$ cat config.mk
export PLATFORM = sky130hd
export DESIGN_NAME = pipe_hazard_ctrl
export DESIGN_NICKNAME = d
export VERILOG_FILES = /design/src/rtl/pipe_hazard_ctrl.sv
export SDC_FILE = /design/constraint.sdc
export NUM_CORES = 1
export LEC_CHECK = 0
export BUFFER_PORTS_ARGS = -buffer_cell sky130_fd_sc_hd__buf_2
export CAP_MARGIN = 30
export CORE_MARGIN = 1
export CORE_UTILIZATION = 32
export DETAILED_ROUTE_END_ITERATION = 10
export GPL_TIMING_DRIVEN = 0
export SLEW_MARGIN = 30
export SYNTH_ARGS = -nofsm -noshare
export SYNTH_HDL_FRONTEND = slang
export SYNTH_SLANG_ARGS = --single-unit
export TNS_END_PERCENT = 1
$ cat constraint.sdc
create_clock -name clk_i -period 5.41 [get_ports clk_i]
set_clock_uncertainty 0.1 [all_clocks]
set_input_delay 0.2705 -clock clk_i [delete_from_list [all_inputs] [get_ports clk_i]]
set_output_delay 0.2705 -clock clk_i [all_outputs]
set_load 0.005 [all_outputs]
$ cat src/rtl/pipe_hazard_ctrl.sv
// Hazard controller for the IF/ID, ID/EX and EX/MEM pipeline registers.
// Covers load-use stalls, taken-branch flushes and multi-cycle EX handshakes, and keeps performance counters.
module pipe_hazard_ctrl #(
   parameter int CNT_W      = 16,
   parameter int MC_TIMEOUT = 64
) (
   input  logic             clk_i,
   input  logic             rst_i,
   input  logic [4:0]       id_rs_i,
   input  logic [4:0]       id_rt_i,
   input  logic             id_uses_rt_i,
   input  logic [4:0]       ex_rt_i,
   input  logic             ex_mem_read_i,
   input  logic             br_taken_i,
   input  logic             mc_start_i,
   input  logic             mc_done_i,
   output logic             pc_we_o,
   output logic             ifid_we_o,
   output logic             ifid_flush_o,
   output logic             idex_we_o,
   output logic             idex_flush_o,
   output logic             exmem_flush_o,
   output logic [CNT_W-1:0] stall_cnt_o,
   output logic [CNT_W-1:0] flush_cnt_o,
   output logic             mc_err_o
);

   localparam int TO_W = $clog2(MC_TIMEOUT + 1);

   typedef enum logic {RUN, MC_WAIT} state_t;

   state_t            state_q, state_d;
   logic [TO_W-1:0]   to_cnt_q, to_cnt_d;
   logic              mc_err_q, mc_err_d;
   logic [CNT_W-1:0]  stall_cnt_q, flush_cnt_q;

   logic lu;
   logic to_hit;
   logic flush_evt;
   logic pc_we_c, ifid_we_c, ifid_flush_c, idex_we_c, idex_flush_c, exmem_flush_c;

   // Register zero is hard-wired, so a load targeting it never creates a dependency.
   assign lu = ex_mem_read_i && (ex_rt_i != 5'd0) &&
               ((ex_rt_i == id_rs_i) || (id_uses_rt_i && (ex_rt_i == id_rt_i)));

   assign to_hit = (state_q == MC_WAIT) && !mc_done_i && (to_cnt_q == TO_W'(MC_TIMEOUT));

   always_comb begin
      // NOTE: every signal gets a default first so no path through the case leaves one unassigned (no latches).
      pc_we_c       = 1'b1;
      ifid_we_c     = 1'b1;
      ifid_flush_c  = 1'b0;
      idex_we_c     = 1'b1;
      idex_flush_c  = 1'b0;
      exmem_flush_c = 1'b0;
      flush_evt     = 1'b0;
      state_d       = state_q;
      to_cnt_d      = to_cnt_q;
      mc_err_d      = mc_err_q;

      case (state_q)
         RUN: begin
            if (mc_start_i) begin
               pc_we_c       = 1'b0;
               ifid_we_c     = 1'b0;
               idex_we_c     = 1'b0;
               exmem_flush_c = 1'b1;
               state_d       = MC_WAIT;
               to_cnt_d      = TO_W'(1);
            end else if (br_taken_i) begin
               ifid_flush_c = 1'b1;
               idex_flush_c = 1'b1;
               flush_evt    = 1'b1;
            end else if (lu) begin
               // One bubble into ID/EX; next cycle EX holds a non-load and the hazard clears itself.
               pc_we_c      = 1'b0;
               ifid_we_c    = 1'b0;
               idex_flush_c = 1'b1;
            end
         end

         MC_WAIT: begin
            if (mc_done_i) begin
               state_d  = RUN;
               to_cnt_d = '0;
            end else if (to_hit) begin
               // Abort releases the pipeline exactly like a done cycle, but records the error.
               mc_err_d = 1'b1;
               state_d  = RUN;
               to_cnt_d = '0;
            end else begin
               pc_we_c       = 1'b0;
               ifid_we_c     = 1'b0;
               idex_we_c     = 1'b0;
               exmem_flush_c = 1'b1;
               to_cnt_d      = to_cnt_q + TO_W'(1);
            end
         end

         default: begin
            state_d  = RUN;
            to_cnt_d = '0;
         end
      endcase
   end

   // Controls are forced low for as long as reset is held, independent of the clock.
   assign pc_we_o       = rst_i & pc_we_c;
   assign ifid_we_o     = rst_i & ifid_we_c;
   assign ifid_flush_o  = rst_i & ifid_flush_c;
   assign idex_we_o     = rst_i & idex_we_c;
   assign idex_flush_o  = rst_i & idex_flush_c;
   assign exmem_flush_o = rst_i & exmem_flush_c;

   always_ff @(posedge clk_i or negedge rst_i) begin
      if (!rst_i) begin
         state_q     <= RUN;
         to_cnt_q    <= '0;
         mc_err_q    <= 1'b0;
         stall_cnt_q <= '0;
         flush_cnt_q <= '0;
      end else begin
         // NOTE: non-blocking assignments so every register samples pre-edge values.
         state_q  <= state_d;
         to_cnt_q <= to_cnt_d;
         mc_err_q <= mc_err_d;
         if (!pc_we_c && (stall_cnt_q != '1))
            stall_cnt_q <= stall_cnt_q + CNT_W'(1);
         if (flush_evt && (flush_cnt_q != '1))
            flush_cnt_q <= flush_cnt_q + CNT_W'(1);
      end
   end

   assign stall_cnt_o = stall_cnt_q;
   assign flush_cnt_o = flush_cnt_q;
   assign mc_err_o    = mc_err_q;

endmodule

# After elaboration in Yosys (flattened, before gate mapping)
# Index checks and enable logic that the tools add are counted.
# totals
regBits	41
inputBits	22
output_inout_bits	39
elab_cells	56
# op_classes
n_addsub	3
n_eq_ne	6
n_mux	23
bitwise	7
n_reduce_logical	12
# op_table
operator	n
adder 16 x 1 -> 16 bit (second input constant)	2
inequality test 16 bit (second input constant)	2
2-to-1 mux 7 bit	3
2-to-1 mux 1 bit	16
one-hot mux 7 bit (2 select lines)	1
== test 5 bit	2
adder 7 x 1 -> 7 bit (second input constant)	1
== test 7 bit (second input constant)	1
logical AND 1 bit	7
one-hot mux 1 bit (2 select lines)	3
AND 1 bit	5
nonzero test 5 bit	1
AND reduction 3 bit	1
zero test 1 bit	2
inequality test 2 bit (second input constant)	1
inverter 1 bit	2
logical OR 1 bit	1

# Longest topological paths before layout
# depth
depth_word	10
ltp_mapped	9
mapped_depth_nobuf	8

# Worst setup path before layout
# No wires, ideal clock.
# synth_timing
path_type	reg2out
from	register to_cnt_q[0]
to	output port pc_we_o
t_arrival_ns	1.889
setup_slack_ns	3.151
path_stages_with_launch	9
n_path_buf	2
path_cell_list	dfrtp_1 -> inv_1 -> ha_1 -> nor4b_1 -> a21o_1 -> clkbuf_1 -> and3_1 -> o41a_1 -> buf_4
# synth_between
elab_chain_len	6
# synth_lines
item	line	source
start: declaration	33	logic [TO_W-1:0] to_cnt_q, to_cnt_d;
start signal: assignment	125	to_cnt_q <= to_cnt_d;
== test 7 bit	46	assign to_hit = (state_q == MC_WAIT) && !mc_done_i && (to_cnt_q == TO_W'(MC_TIMEOUT));
logical AND 1 bit	46	
2-to-1 mux 1 bit (2 in series)	--	
one-hot mux 1 bit (2 select lines)	--	
AND 1 bit	--	
end: declaration	17	output logic pc_we_o,
# Every way passes these cells.

# Worst setup path in the final report
# layout_timing
from	register to_cnt_q[0]
to	output port pc_we_o
# layout_between
elab_chain_len	6
# layout_lines
item	line	source
== test 7 bit	46	
logical AND 1 bit	46	
2-to-1 mux 1 bit	86	end else if (to_hit) begin
2-to-1 mux 1 bit	83	if (mc_done_i) begin
one-hot mux 1 bit (2 select lines)	61	case (state_q)
AND 1 bit	108	assign pc_we_o = rst_i & pc_we_c;
# Every way passes these cells.

==> impl_metrics.toml <==
[status]
outcome = "finished with violations"
violations = "DRC"

[sta]
holdWs_ns = 0.172
relSlewSlack_pct = 61.2
setup_violations = 0
clock.fmax_mhz = 345
slew_viol_final = 0
setup_tns_ns = 0
tightestPinTransition_ns = 0.580
finalCritPeriodShare_pct = 53.5
rsz0062_at_grt = "no"
hold_violations = 0
fin_crit_ns = 2.90

[floorplanning]
die_x_um = 84.3
die_y_um = 84.3
start_util_pct = 33.5
io_pins = 61
rows = 29
coreArea_um2 = 6460
dieArea_um2 = 7100

[power_and_ir_drop]
peakVddDrop_uv = 170
p_leak_nw = 1.26
p_per_area_nw_per_um2 = 342
power_uw = 915

[cells_and_area]
final_cell_mix = "59 x buf_2, 41 x dfrtp_1, 26 x xnor2_1, 22 x nand2_1, 21 x nor2_1"
n_antenna_cell = 0
postLayoutCellArea_um2 = 2680
final_nets = 306
fin_cells = 358
area_delta_synth_final_pct = 23.6
layout_commonest_cell = "buf_2"
drive_gt1_share_pct = 27.4

[synthesis]
async_flop_share_pct = 100
synthXorXnorAreaFrac_pct = 16.2
synth_simple_gate_area_share_pct = 21.3
synth_mux_area_share_pct = 1.04
synthDistinctLibCells = 41
synthFlopType = "dfrtp_1"
synthAdderAreaFrac_pct = 2.31
ys_seq_area_share_pct = 47.4
syn-num-nets = 238
ys_seq_elements = 41
synth_area_um2 = 2170
synth-compound-area-share_pct = 9.59
ys_warn_count = 0
syn_inst = 212
avgSynthCellArea_um2 = 10.2
synth_top_family_by_area = "simple AND/OR/NAND/NOR gates"
synth-edff-count = 0

[routing]
drt-wirelength-per-cell_um = 12.5
ant_nets = 0
wl_um = 4470
via_per_inst = 4.84
drc_errors = 2
dr.pass1.iters = 7
drtIter0Drc = 85
num_vias = 1731

[clocking]
postCtsResizedCells = 0
cts_sinks = 41
clkTransAtPathRegs_ns = 0.08
cts_inserted_buffers = 5
cts-root-buf = "clkbuf_8"
post_cts_buffers = 0
clk_latency_ns = 0.29
cts_tree = "yes"
cts.htree.levels = 2
cts_max_path_buffers = 2

[global_routing]
first_global_vias = 1656
grt.total_usage_pct = 13.3
grt_max_degree = 46
grt-ovfl-total = 0
grt_pass1_wl_um = 7600
antenna_found_initial = 0

[placed_design]
gp_congestion = 0.717
placed_area_um2 = 2560
placed_cells = 349
port_buffers = 60
dp_hpwl_um = 3250

[worst_setup_path]
critical_path.startpoint_type = "flop"
crit_fanout = 10
arrival_ns = 2.53
end_kind = "output port"
crit_required_ns = 5.04
worstSetupPathType = "reg -> out"

[run]
drv_cap = 0

[min_path]
worst_hold_path_type = "in -> reg"
[through the flow]
stage / setup WS [ns] / util, %
2_1_floorplan: 3.15 / -
3_3_place_gp: 2.83 / 39.7
3_5_place_dp: 2.83 / 39.7
4_1_cts: 2.49 / 41.4
5_1_grt: 2.27 / 41.4
6_report: 2.51 / 41.4
[routing by layer]
layer	GRT usage [%]	routed length [um]
met5	0	0
met4	5.80	77
met3	3.54	213
met2	21.2	2060
met1	17.1	2120
[timing repair]
item                                    in CTS  in global routing
hold endpoints to repair                    41                  0
endpoints found under the setup margin       0                  0
hold buffers                                 1                  0
[cells by family after synthesis]
kind of cell,Yosys count
AOI/OAI and AO/OA,26
xor gates and xnor gates,40
and+or+nand+nor,90
adders and majority gates,4
buffers and inverters,9
muxes,2
DFF,41
[report_power, final]
group          switching, mW  leakage (nW)  internal [mW]
logic                  0.118         0.684          0.127
clock network          0.104        0.0542          0.115
registers             0.0778         0.523          0.372
total                  0.300          1.26          0.615
[registers in the layout, summed over array words and instances, names as in the netlist]
signal / cells
flush_cnt_o: 16
stall_cnt_o: 16
state_q: 1
mc_err_o: 1
to_cnt_q: 7
[final cells by class]
class	count	area, um2
buffer	4	30.0
inverter	5	18.8
clock inverter	1	5.00
tap	77	96.3
sequential	41	1030
timing repair buffer	61	313
clock buffer	7	96.3
fill	652	3780
multi-input combinational	162	1090
[path summary, 6_finish.rpt]
check / startpoint / end / slack [ns] / depth (start not counted)
setup / recovery: to_cnt_q[0] / pc_we_o / 2.51 / 9
hold / removal: mc_start_i / to_cnt_q[0] / 0.17 / 3
setup reg to reg: to_cnt_q[0] / stall_cnt_o[11] / 3.08 / 9
hold reg to reg: to_cnt_q[6] / to_cnt_q[6] / 0.37 / 1
max in group asynchronous: rst_i / flush_cnt_o[12] / 4.42 / 2
min in group asynchronous: rst_i / stall_cnt_o[0] / 0.41 / 2
[worst max-delay path, cell delays in order, from the launching register on]
cell,delay (ns)
dfrtp_1,0.42
inv_1,0.08
ha_1,0.15
nor4b_1,0.40
a21o_1,0.21
clkbuf_1,0.34
and3_1,0.26
o41a_1,0.18
buf_4,0.11
buf_2,0.09
[synthesized netlist by cell type, types with 3 or more instances]
cell      instances  area share (%)
nor2_1           21             3.6
nand2_1          22             3.8
dfrtp_1          41              47
nor3_1            4            0.92
xor2_1           14             5.7
and3_1            6             1.7
nand3_1          13             3.0
xnor2_1          26              11
inv_1             5            0.87
ha_1              4             2.3
and2_1            4             1.2
nand2b_1          3            0.87
nand4_1           6             1.7
a21oi_1           6             1.4
o21ai_0           4            0.92
(Power assumes the default switching activity.)
